## config.mk

```make
export PLATFORM = sky130hd
export DESIGN_NAME = mux4_serializer
export DESIGN_NICKNAME = d
export VERILOG_FILES = /design/src/rtl/mux_pkg.sv /design/src/rtl/mux4_1.sv /design/src/rtl/mux4_serializer.sv
export SDC_FILE = /design/constraint.sdc
export NUM_CORES = 1
export LEC_CHECK = 0
export CORE_AREA = 2 2 39 41
export CTS_BUF_LIST = sky130_fd_sc_hd__clkbuf_8
export DETAILED_ROUTE_END_ITERATION = 16
export DIE_AREA = 0 0 41 43
export PLACE_DENSITY = 0.54
export SYNTH_ARGS = -nofsm -noshare
export SYNTH_HDL_FRONTEND = slang
export SYNTH_SLANG_ARGS = --single-unit
```

## constraint.sdc

```tcl
create_clock -name clk -period 2.39 [get_ports clk]
set_input_delay 0.239 -clock clk [delete_from_list [all_inputs] [get_ports clk]]
set_output_delay 0.239 -clock clk [all_outputs]
set_load 0.02 [all_outputs]
```

## src/rtl/mux_pkg.sv

```systemverilog
// Shared definitions for the 4-bit serializer: word width and FSM state encoding.
package mux_pkg;

  localparam int unsigned WORD_W = 4;
  localparam int unsigned CNT_W  = 2;

  typedef enum logic {
    IDLE  = 1'b0,
    SHIFT = 1'b1
  } state_t;

endpackage

```

## src/rtl/mux4_1.sv

```systemverilog
// Combinational 4:1 bit multiplexer.
module mux4_1
  import mux_pkg::*;
(
  input  logic [WORD_W-1:0] a,
  input  logic [CNT_W-1:0]  sel,
  output logic              y
);

  assign y = a[sel];

endmodule

```

## src/rtl/mux4_serializer.sv

```systemverilog
// Serializes a 4-bit word onto a valid/ready bit stream via a 4:1 mux,
// with back-to-back word acceptance on the last bit.
module mux4_serializer
  import mux_pkg::*;
#(
  parameter bit MSB_FIRST = 1'b0
) (
  input  logic              clk,
  input  logic              rst_n,
  input  logic [WORD_W-1:0] in_data,
  input  logic              in_valid,
  output logic              in_ready,
  output logic              out_bit,
  output logic              out_valid,
  input  logic              out_ready,
  output logic              out_last,
  output logic [CNT_W-1:0]  sel
);

  state_t            r_state;
  logic [CNT_W-1:0]  r_cnt;
  logic [WORD_W-1:0] r_data_q;

  state_t            w_state_nxt;
  logic [CNT_W-1:0]  w_cnt_nxt;
  logic [WORD_W-1:0] w_data_nxt;
  logic              w_in_xfer;
  logic              w_out_xfer;
  logic              w_cnt_max;

  assign w_cnt_max  = (r_cnt == 2'd3);
  assign in_ready   = (r_state == IDLE) || ((r_state == SHIFT) && w_cnt_max && out_ready);
  assign out_valid  = (r_state == SHIFT);
  assign out_last   = (r_state == SHIFT) && w_cnt_max;
  assign sel        = MSB_FIRST ? (2'd3 - r_cnt) : r_cnt;
  assign w_in_xfer  = in_valid && in_ready;
  assign w_out_xfer = out_valid && out_ready;

  always_comb begin
    w_state_nxt = r_state;
    w_cnt_nxt   = r_cnt;
    w_data_nxt  = r_data_q;
    case (r_state)
      IDLE: begin
        if (w_in_xfer) begin
          w_data_nxt  = in_data;
          w_cnt_nxt   = '0;
          w_state_nxt = SHIFT;
        end
      end
      SHIFT: begin
        if (w_out_xfer) begin
          if (!w_cnt_max) begin
            w_cnt_nxt = r_cnt + 2'd1;
          end else if (w_in_xfer) begin
            // last bit leaves while the next word arrives: reload without a bubble
            w_data_nxt = in_data;
            w_cnt_nxt  = '0;
          end else begin
            w_state_nxt = IDLE;
          end
        end
      end
      default: w_state_nxt = IDLE;
    endcase
  end

  always_ff @(posedge clk or negedge rst_n) begin
    if (!rst_n) begin
      r_state  <= IDLE;
      r_cnt    <= '0;
      r_data_q <= '0;
    end else begin
      r_state  <= w_state_nxt;
      r_cnt    <= w_cnt_nxt;
      r_data_q <= w_data_nxt;
    end
  end

  mux4_1 u_mux (
    .a   (r_data_q),
    .sel (sel),
    .y   (out_bit)
  );

endmodule

```

==> results by group <==
Finish
  – Antenna diodes: 0
  – Commonest cells after routing, fill and taps aside: 13 x clkdlybuf4s50_1, 7 x dfrtp_1, 4 x mux2_4
  – Area Growth Syn to Fin: 54.7%
  – Nets: 50
  – Fin util: 0.399
  – Share of cells above drive strength 1: 0.300
  – Commonest non-fill, non-tap cell in the layout: clkdlybuf4s50_1
  – Post-Layout Cell Count: 56

Worst setup path
  – Critical path class: reg2out
  – Worst-path fanout max: 5
  – CP max stage delay: 550 ps
  – Delay-heaviest family, CP: buffers and inverters
  – CP startpoint kind: register
  – Setup crit end kind: output pin
  – Slowest stage cell, crit path: clkdlybuf4s50_1
  – Crit path buf inv count: 1
  – CP Cell Sequence: mux4_2 > clkdlybuf4s50_1
  – Worst EP required: between 2000 and 2500 ps
  – Crit path DAT: 1710 ps

Clock network
  – PostCTS Resize Cnt: 0
  – Clk_lat worst skew: between 200 and 250 ps
  – Root cell of the clock tree: clkbuf_8
  – Htree depth: 1
  – CTS tree: built
  – Maximum buffer depth of the clock tree: 2
  – Post-CTS setup buffers: 0
  – Post-CTS Hold Buffers: 0
  – Clock Pin Slew Worst Setup and Hold Paths: approximately 40 ps
  – Sink Count: 7
  – TritonCTS Buffers: 3

Place
  – Placed cells: 52
  – Dpl ws: roughly 600 ps
  – Final GP Congestion: approximately 0.57
  – # port buffers: 13
  – Post-DP HPWL: 549 um

Floorplan
  – Die Width: around 41 um
  – Core region area: about 1400 sq um
  – # rows: 14
  – Die Y: 43 um
  – Ports: 14
  – Effective utilization at floorplan: 0.258
  – DIE AREA: 1760 sq um

GRT
  – Initial antenna violation count: 0
  – Pin count of the biggest net entering global routing: 8
  – Grt ovf: 0
  – First-pass GRT wire length: about 1.3 mm
  – GRT Total Usage: 0.108
  – Vias in the first global route: about 300

Power
  – Clock power share: 0.221
  – Internal power: ~0.50 mW
  – P_leak: around 0.27 nW
  – P_sw: approximately 0.22 mW
  – Combinational group share of total power: 0.479
  – VDD IR-drop max: between 500 and 600 uV
  – PwrDens: 1310 nW/um^2
  – Sequential power share: 0.301
  – Switching Share: 0.310

Routing
  – Via Count: approximately 240
  – Final ANT Viol Nets: 0
  – Total Wirelength: 673 um
  – DR pass1 iterations: 4
  – Mean number of vias per cell: 4.32
  – DRC errors left: 0
  – Wirelength per Cell: around 12 um
  – DRT iter0 DRCs: 2

Synth
  – Register area share after synthesis: 0.491
  – Cell variety after synth: 14
  – Area of the mapped netlist: 357 sq um
  – Largest family of logic cells by synthesized area: multiplexers
  – Xor/xnor share of the synthesized area: 0
  – Adder-cell share of the synthesized area: 0.0351
  – Multiplexer share of the synthesized area: 0.232
  – Mapped Cells: 23
  – Syn_nets: 32
  – Post-Synth Simple-Gate Area: 0.116
  – YS warnings: 0
  – Complex-gate fraction of the synthesized area: 0.116
  – Post-Synthesis Mean Instance Area: around 16 sq um
  – Synthesized flop and latch total: 7

STA
  – Final hold viol count: 0
  – Tcrit/Tclk final: 0.815
  – Fin worst setup slack: 442 ps
  – RSZ-0062 raised after global routing: false
  – Fmax: 513 MHz
  – Total negative setup slack: 0 ps
  – Min cycle time layout: 1950 ps
  – Slew margin rel.: 0.779
  – Max-slew violations: 0
  – Final Setup Violations: 0
  – Clock Skews: 4.00 ps
  – Slew of the pin with the lowest slew margin: around 330 ps

Outcome
  – Status: finished, final reports clean

Min path
  – Hold WC Path Type: in2async

Run
  – MaxCap Viol Count: 0
==> state kept, by name, summed over array words and instances (netlist names) <==
signal	cells
r_data_q	4
sel	2
out_valid	1
==> metrics by stage <==
step / hold WS [ps] / total power [mW] / area, sq um
floorplan: -56.6 / 0.435 / 357
global placement: 493 / 0.560 / 507
detailed placement: 497 / 0.570 / 507
CTS: 299 / 0.733 / 552
global route: 329 / 0.768 / 552
finish: 283 / 0.722 / 552
==> power by group through the flow <==
stage                     Combinational [mW]  Sequential, mW  Clock, mW
after global routing                   0.370           0.224      0.174
after global placement                 0.343           0.217          0
after CTS                              0.351           0.219      0.164
final                                  0.345           0.217      0.159
after detailed placement               0.350           0.220          0
after floorplan                        0.205           0.230          0
==> cells in the mapped netlist <==
library cell,count,area [sq um]
and2_1,1,6.26
and3b_2,1,10.0
a32o_2,1,11.3
mux4_2,1,22.5
mux2_4,4,60.1
inv_1,1,3.75
a21bo_4,1,16.3
nor2b_1,1,6.26
ha_1,1,12.5
dfrtp_1,7,175
or2b_1,1,7.51
nand2_4,1,11.3
a21o_1,1,7.51
o22ai_1,1,6.26
==> cells by family after synthesis <==
| family | after synthesis |
|---|---|
| buf+inv | 1 |
| compound gates | 4 |
| mux | 5 |
| simple gates | 5 |
| fa+ha+maj | 1 |
| flops | 7 |
==> final cells by class <==
| cell class | instances | area [sq um] |
|---|---|---|
| clock buffer | 3 | 41.3 |
| timing repair buffer | 13 | 130 |
| clock inverter | 1 | 3.75 |
| tap | 16 | 20.0 |
| fill | 137 | 832 |
| inverter | 1 | 3.75 |
| multi-input combinational | 15 | 178 |
| sequential | 7 | 175 |
==> worst paths after layout <==
check / start / to / slack [ps] / cells past startpoint
worst min-delay path: rst_n / out_valid / 280 / 1
worst max register to register: sel[0] / r_data_q[3] / 940 / 4
worst min register to register: r_data_q[2] / r_data_q[2] / 510 / 1
worst max-delay path: sel[0] / out_bit / 440 / 2
max in group asynchronous: rst_n / r_data_q[0] / 1860 / 1
min in group clk: r_data_q[2] / r_data_q[2] / 510 / 1
==> layer usage <==
| layer | vias to the layer above | global-route usage | share of wire |
|---|---|---|---|
| met2 | 3 | 0.163 | 0.58 |
| li1 | 118 | - | - |
| met5 | - | 0 | 0 |
| met4 | 0 | 0.0600 | 0 |
| met1 | 121 | 0.130 | 0.40 |
| met3 | 0 | 0.0314 | 0.018 |
Power figures use the tool's default switching activity.
